File: src/rtl/custom_vec_write_seq.sv
// Write-side sequencer for the custom vector word store: takes a (start, length) command and
// a valid/ready beat stream, issuing one registered write per accepted beat with modulo wrap.
module custom_vec_write_seq #(
   parameter int unsigned XLEN     = 64,
   parameter int unsigned NumWords = 512,
   localparam int unsigned AddrW   = $clog2(NumWords)
) (
   input  logic              clk_i,
   input  logic              rst_ni,
   input  logic              flush_i,
   input  logic              cmd_valid_i,
   output logic              cmd_ready_o,
   input  logic [AddrW-1:0]  cmd_addr_i,
   input  logic [AddrW:0]    cmd_len_i,
   input  logic              data_valid_i,
   output logic              data_ready_o,
   input  logic [XLEN-1:0]   data_i,
   input  logic [XLEN/8-1:0] be_i,
   output logic              we_o,
   output logic [AddrW-1:0]  waddr_o,
   output logic [XLEN-1:0]   wdata_o,
   output logic [XLEN/8-1:0] wbe_o,
   output logic              busy_o,
   output logic              done_o,
   output logic              err_o
);

   localparam logic [AddrW:0]   NumWordsW = (AddrW+1)'(NumWords);
   localparam logic [AddrW-1:0] LastAddr  = AddrW'(NumWords - 1);

   typedef enum logic {
      IDLE,
      RUN
   } state_e;

   state_e             state_q, state_d;
   logic [AddrW-1:0]   addr_q, addr_d;
   logic [AddrW:0]     cnt_q, cnt_d;
   logic               we_q, we_d;
   logic [AddrW-1:0]   waddr_q, waddr_d;
   logic [XLEN-1:0]    wdata_q, wdata_d;
   logic [XLEN/8-1:0]  wbe_q, wbe_d;
   logic               done_q, done_d;
   logic               err_q, err_d;

   logic cmd_fire, data_fire, cmd_legal;

   assign cmd_ready_o  = (state_q == IDLE) & ~flush_i;
   assign data_ready_o = (state_q == RUN) & ~flush_i;
   assign cmd_fire     = cmd_valid_i & cmd_ready_o;
   assign data_fire    = data_valid_i & data_ready_o;
   assign cmd_legal    = (cmd_len_i != '0) && (cmd_len_i <= NumWordsW) &&
                         ({1'b0, cmd_addr_i} < NumWordsW);

   always_comb begin
      state_d = state_q;
      addr_d  = addr_q;
      cnt_d   = cnt_q;
      we_d    = 1'b0;
      waddr_d = waddr_q;
      wdata_d = wdata_q;
      wbe_d   = wbe_q;
      done_d  = 1'b0;
      err_d   = 1'b0;
      case (state_q)
         IDLE: begin
            if (cmd_fire) begin
               if (cmd_legal) begin
                  state_d = RUN;
                  addr_d  = cmd_addr_i;
                  cnt_d   = cmd_len_i;
               end else begin
                  err_d = 1'b1;
               end
            end
         end
         RUN: begin
            if (flush_i) begin
               state_d = IDLE;
            end else if (data_fire) begin
               we_d    = 1'b1;
               waddr_d = addr_q;
               wdata_d = data_i;
               wbe_d   = be_i;
               addr_d  = (addr_q == LastAddr) ? '0 : addr_q + AddrW'(1);
               cnt_d   = cnt_q - (AddrW+1)'(1);
               // done is registered so it lines up with the final write strobe
               if (cnt_q == (AddrW+1)'(1)) begin
                  state_d = IDLE;
                  done_d  = 1'b1;
               end
            end
         end
         default: state_d = IDLE;
      endcase
   end

   always_ff @(posedge clk_i or negedge rst_ni) begin
      if (!rst_ni) begin
         state_q <= IDLE;
         addr_q  <= '0;
         cnt_q   <= '0;
         we_q    <= 1'b0;
         waddr_q <= '0;
         wdata_q <= '0;
         wbe_q   <= '0;
         done_q  <= 1'b0;
         err_q   <= 1'b0;
      end else begin
         state_q <= state_d;
         addr_q  <= addr_d;
         cnt_q   <= cnt_d;
         we_q    <= we_d;
         waddr_q <= waddr_d;
         wdata_q <= wdata_d;
         wbe_q   <= wbe_d;
         done_q  <= done_d;
         err_q   <= err_d;
      end
   end

   assign we_o    = we_q;
   assign waddr_o = waddr_q;
   assign wdata_o = wdata_q;
   assign wbe_o   = wbe_q;
   assign done_o  = done_q;
   assign err_o   = err_q;
   assign busy_o  = (state_q == RUN) | we_q;

endmodule

File: config.mk
export PLATFORM = sky130hd
export DESIGN_NAME = custom_vec_write_seq
export DESIGN_NICKNAME = d
export VERILOG_FILES = /design/src/rtl/custom_vec_write_seq.sv
export SDC_FILE = /design/constraint.sdc
export NUM_CORES = 1
export LEC_CHECK = 0
export ABC_AREA = 1
export CELL_PAD_IN_SITES_DETAIL_PLACEMENT = 0
export CELL_PAD_IN_SITES_GLOBAL_PLACEMENT = 1
export CORE_ASPECT_RATIO = 0.5
export CORE_MARGIN = 2
export CORE_UTILIZATION = 31
export DETAILED_ROUTE_END_ITERATION = 12
export PLACE_DENSITY_LB_ADDON = 0.1
export SLEW_MARGIN = 20
export SYNTH_ARGS = -nofsm -noshare
export SYNTH_HDL_FRONTEND = slang
export SYNTH_SLANG_ARGS = --single-unit
File: constraint.sdc
create_clock -name clk_i -period 2.29 [get_ports clk_i]
set_clock_uncertainty 0.2 [all_clocks]
set_input_delay 0.458 -clock clk_i [delete_from_list [all_inputs] [get_ports clk_i]]
set_output_delay 0.458 -clock clk_i [all_outputs]
set_load 0.02 [all_outputs]
**Word level (Yosys, flattened, before mapping)**

Index checks and enable logic that the tools add are counted.

- Register bits: 104
- Logic and storage cells: 56

- Add/subtract/negate cells: 2
- Magnitude comparators: 1
- Equal/unequal tests: 6
- Muxes and demuxes: 27
- Bitwise logic cells: 7
- Reductions and logical operators: 4

Operators with widths:

| kind | count |
|---|---|
| 9-bit two-way mux | 5 |
| 10-bit two-way mux | 4 |
| 10-bit one-hot mux with 2 select lines | 1 |
| 9-bit one-hot mux with 2 select lines | 1 |
| 1-bit two-way mux | 15 |
| 10-bit by 1-bit equality test with 1-bit output (second input constant) | 1 |
| 10-bit less-or-equal comparator (second input constant) | 1 |
| 10-bit nonzero test | 1 |
| 10-bit by 1-bit subtractor with 10-bit output (second input constant) | 1 |
| 9-bit by 1-bit adder with 9-bit output (second input constant) | 1 |
| 9-bit equality test (second input constant) | 1 |
| 2-bit != test (second input constant) | 3 |
| 1-bit bitwise AND | 4 |
| 4-bit AND reduction | 1 |
| 3-bit AND reduction | 1 |
| 2-bit by 1-bit != test with 1-bit output (second input constant) | 1 |
| 1-bit inverter | 2 |
| 1-bit one-hot mux with 2 select lines | 1 |
| 1-bit logical AND | 1 |
| 1-bit OR | 1 |

**Logic depth before layout (Yosys ltp)**

- Word-level depth: 6
- Gate-level depth with buffers: 13
- Depth with buffers taken out: 13

**Worst setup path after synthesis**

OpenSTA, ideal clock, no wires.

- Path type: flip-flop to flip-flop
- Start: register addr_q[1]
- End: register addr_q[4]
- Setup time: 0.066 ns
- Arrival time: 1.608 ns
- Data required time: 2.024 ns
- Slack: 0.417 ns
- Stages on the path, launching flop included: 14
- Clock period less this slack: 1.873 ns
- Cells stage by stage: dfrtp_1 -> ha_1 -> nand2_1 -> nor2_1 -> nand4_1 -> nor2_1 -> ha_1 -> nor2_2 -> inv_1 -> a21oi_1 -> o21ai_1 -> nand2_1 -> nand2_1 -> nand2_1

- Word-level cells in the longest chain between the ends: 5
- Elaborated cells on any way between the ends: 6

Ends and longest elaborated chain:

| element | RTL line | RTL |
|---|---|---|
| from (decl) | 37 | `logic [AddrW-1:0] addr_q, addr_d;` |
| from (signal assigned) | 111 | `addr_q <= addr_d;` |
| 9-bit by 1-bit adder with 9-bit output or 9-bit equality test (tied branches) | 85 | `addr_d = (addr_q == LastAddr) ? '0 : addr_q + AddrW'(1);` |
| 9-bit two-way mux * | 85 |  |
| 9-bit two-way mux * | 80 | `end else if (data_fire) begin` |
| 9-bit two-way mux * | 78 | `if (flush_i) begin` |
| 9-bit one-hot mux with 2 select lines * | 65 | `case (state_q)` |

Mark *: on every way between the ends. The rest lies on a longest branch, timed or not. The select of a mux whose other input is x is not followed.
A chain may end at the register's enable or synchronous reset.

**Worst setup path after layout**

- Start: input flush_i
- End: output cmd_ready_o

- Word-level cells in the longest chain between the ends: 2

Ends and longest elaborated chain:

| element | RTL line | RTL |
|---|---|---|
| from (decl) | 10 | `input logic flush_i,` |
| 1-bit inverter (no source line) | - |  |
| 1-bit bitwise AND | 48 | `assign cmd_ready_o = (state_q == IDLE) & ~flush_i;` |
| to (decl) | 12 | `output logic cmd_ready_o,` |

Every way passes these cells.

==> metrics.md <==
| Metric | Value |
|---|---|
| CP Buf/Inv Count | 2 |
| Period minus WS final | 2.17 ns |
| Ranking of synthesized cells by area | dfrtp_1 57%, nand2_1 28%, nand3_1 4.1% |
| Total clock sinks | 104 |
| Slew Limit Fails | 0 |
| Placed cell areas | 6700 um2 |
| Mapped Cells | 586 |
| Multi-input gate area | 1780 um2 |
| Top Ports | 183 |
| Dpl cells | 956 |
| Cell variety after synth | 21 |
| First-pass GRT wire length | 22.5 mm |
| Vias per cell | 4.34 |
| Area Growth Syn to Fin | 52.8% |
| Antenna Cells | 0 |
| Kind of critical path | primary input to output pin |
| DP HPWL | 9.23 mm |
| DR WL/cell | 13.9 um |
| Post-DRT Antenna Nets | 0 |
| Final Power | 6.54 mW |
| Leading area contributor after synthesis | dfrtp_1 |
| Pwr Density | 934 nW/um2 |
| Hold violation count in the final report | 0 |
| Critical path peak fanout | 2 |
| Final Routed Wirelength | 13.5 mm |
| Final instance area | 7010 um2 |
| Max cap viols | 0 |
| 1st-iter DRT viols | 240 |
| PnR worst setup slack | 0.123 ns |
| Netlist Area Pre-Place | 4580 um2 |
| CP endpoint kind | output pin |
| Sequential cell area | 2600 um2 |
| Period utilisation layout | 0.946 |
| Post-synthesis register bit count | 104 |
| CTS root buf | clkbuf_16 |
| Final setup vio count | 0 |
| H-tree levels | 3 |
| Setup WS pre-CTS | -0.122 ns |
| CTS tree | done |
| Worst endpoint data arrival time | 1.51 ns |
| Peak VDD IR | 0.000361 V |
| CP max stage delay | 0.51 ns |
| Worst hold path type | primary input to async pin |
| FILL cells | 1407 |
| Setup_tns | 0 ns |
| Slew Limit Headroom | 0.749 |
| Achievable Freq | 462 MHz |
| Final design utilization | 0.484 |
| Register area share after synthesis | 0.568 |
| Lkg Pwr | 3.51 nW |
| Core Region | 14500 um2 |
| Final #Nets | 870 |
| Initial antenna violation count | 0 |
| Critical Path RT | 1.63 ns |
| Startpoint Class | primary input |
| Measured slew at the worst slew-check pin | 0.377 ns |
| Vias in the first global route | 4220 |
| Worst-Skew Late Latency | 0.34 ns |
| Syn avg cell area | 7.82 um2 |
| Unrepaired setup endpoints after global routing | no |
| Port Buffers | 182 |
| Pin count of the biggest net entering global routing | 80 |
| GP Congestion | 0.740 |
| Net Count, Synth | 686 |
| Overall routing resource usage | 0.180 |
| Area share of the leading cell type in the synthesized netlist | 0.568 |
| Crit-path cells | clkdlybuf4s50_1 -> nor2_1 -> dlygate4sd2_1 |
| CP delay by family, top | buffers and inverters |
| Drt first pass iters | 4 |
| Yosys warnings | 0 |
| Die width | 176 um |
| Post-CTS setup buffer count | 0 |
| Fin cells | 973 |
| Num CTS Buffers | 9 |
| Hold Slack | 0.262 ns |
| Initial Util | 0.317 |
| CTS Buffer Depth | 2 |
| DR vias | 4220 |
| Rows | 31 |
| Die area | 15800 um2 |
| Die Ht | 90.0 um |
| GRT overflow | 0 |
| Share of layout cells above drive strength 1 | 0.0503 |
| Slowest cell on crit path | clkdlybuf4s50_1 |
| Clock transition at path regs | 0.07 ns |
| Outcome | finished, final reports clean |
| DRC Markers | 0 |
[worst register-to-register path: stages (launching register included)]
cell and delay (ns):
dfrtp_1 0.39, ha_1 0.21, nand2_1 0.09, nor2_1 0.07, nand4_1 0.09, nor2_1 0.05
ha_1 0.20, nor2_4 0.21, inv_1 0.09, a21oi_1 0.11, o21ai_1 0.08, nand2_1 0.06
nand2_1 0.05, nand2_1 0.05
[cell usage after synthesis, drive strengths merged]
master,number
nand2,343
dfrtp,104
nand3,38
nor2,27
buf,22
inv,21
o21ai,15
clkbuf,4
ha,4
a21oi,3
nand4,2
a22o,1
nor3,1
or2,1
[where the power goes]
part           total, mW  switching, mW  internal [mW]
Combinational       2.40           1.26           1.15
Clock               1.53          0.757          0.770
Sequential          2.61          0.297           2.31
[cells in the final DEF, fill, tap and decap left out, drive strengths merged, types with 4 or more instances in the layout]
cell	count
inv	24
o21ai	15
nand2	343
ha	4
dfrtp	104
clkdlybuf4s50	178
buf	17
nand3	38
nor2	27
clkbuf	10
[flip-flops by register name, summed over array words and instances (netlist names)]
register,flops
wdata_o,64
cnt_q,10
addr_q,9
waddr_o,9
wbe_o,8
done_o,1
err_o,1
state_q,1
we_o,1
[final timing paths]
kind	from	to	slack, ns	depth (start not counted)
min reg2reg	wbe_o[5]	wbe_o[5]	0.28	2
max	flush_i	cmd_ready_o	0.12	3
min	rst_ni	err_o	0.26	2
min in group clk_i	wbe_o[5]	wbe_o[5]	0.28	2
max in group asynchronous	rst_ni	wdata_o[42]	1.12	3
max reg2reg	addr_q[0]	addr_q[4]	0.30	13
[what timing repair did]
item / 4_1_cts / 5_1_grt
gates resized for setup: 3 / 1
endpoints found under the hold margin: 104 / 0
hold buffers: 1 / 0
setup endpoints to repair: 3 / 1
[cell families after synthesis]
logic type                 Yosys count  share of synthesized area
and+or+nand+nor                    412                      0.353
buffers and inverters               47                     0.0469
adders and majority gates            4                     0.0109
DFF                                104                      0.568
AOI/OAI and AO/OA                   19                     0.0216
[routing by layer]
layer | wire length (um) | GRT usage
met1 | 6200 | 0.236
met2 | 6050 | 0.281
met3 | 1170 | 0.0761
met4 | 78 | 0.0310
met5 | 0 | 0
[area by class of cell]
class,instances,share of cell area
Inverter,21,0.0113
Clock inverter,6,0.00911
Clock buffer,10,0.0327
Multi-Input combinational cell,435,0.254
Sequential cell,104,0.371
Timing Repair Buffer,199,0.287
Tap cell,198,0.0354
Note: power is estimated with default switching activity, not from simulation.
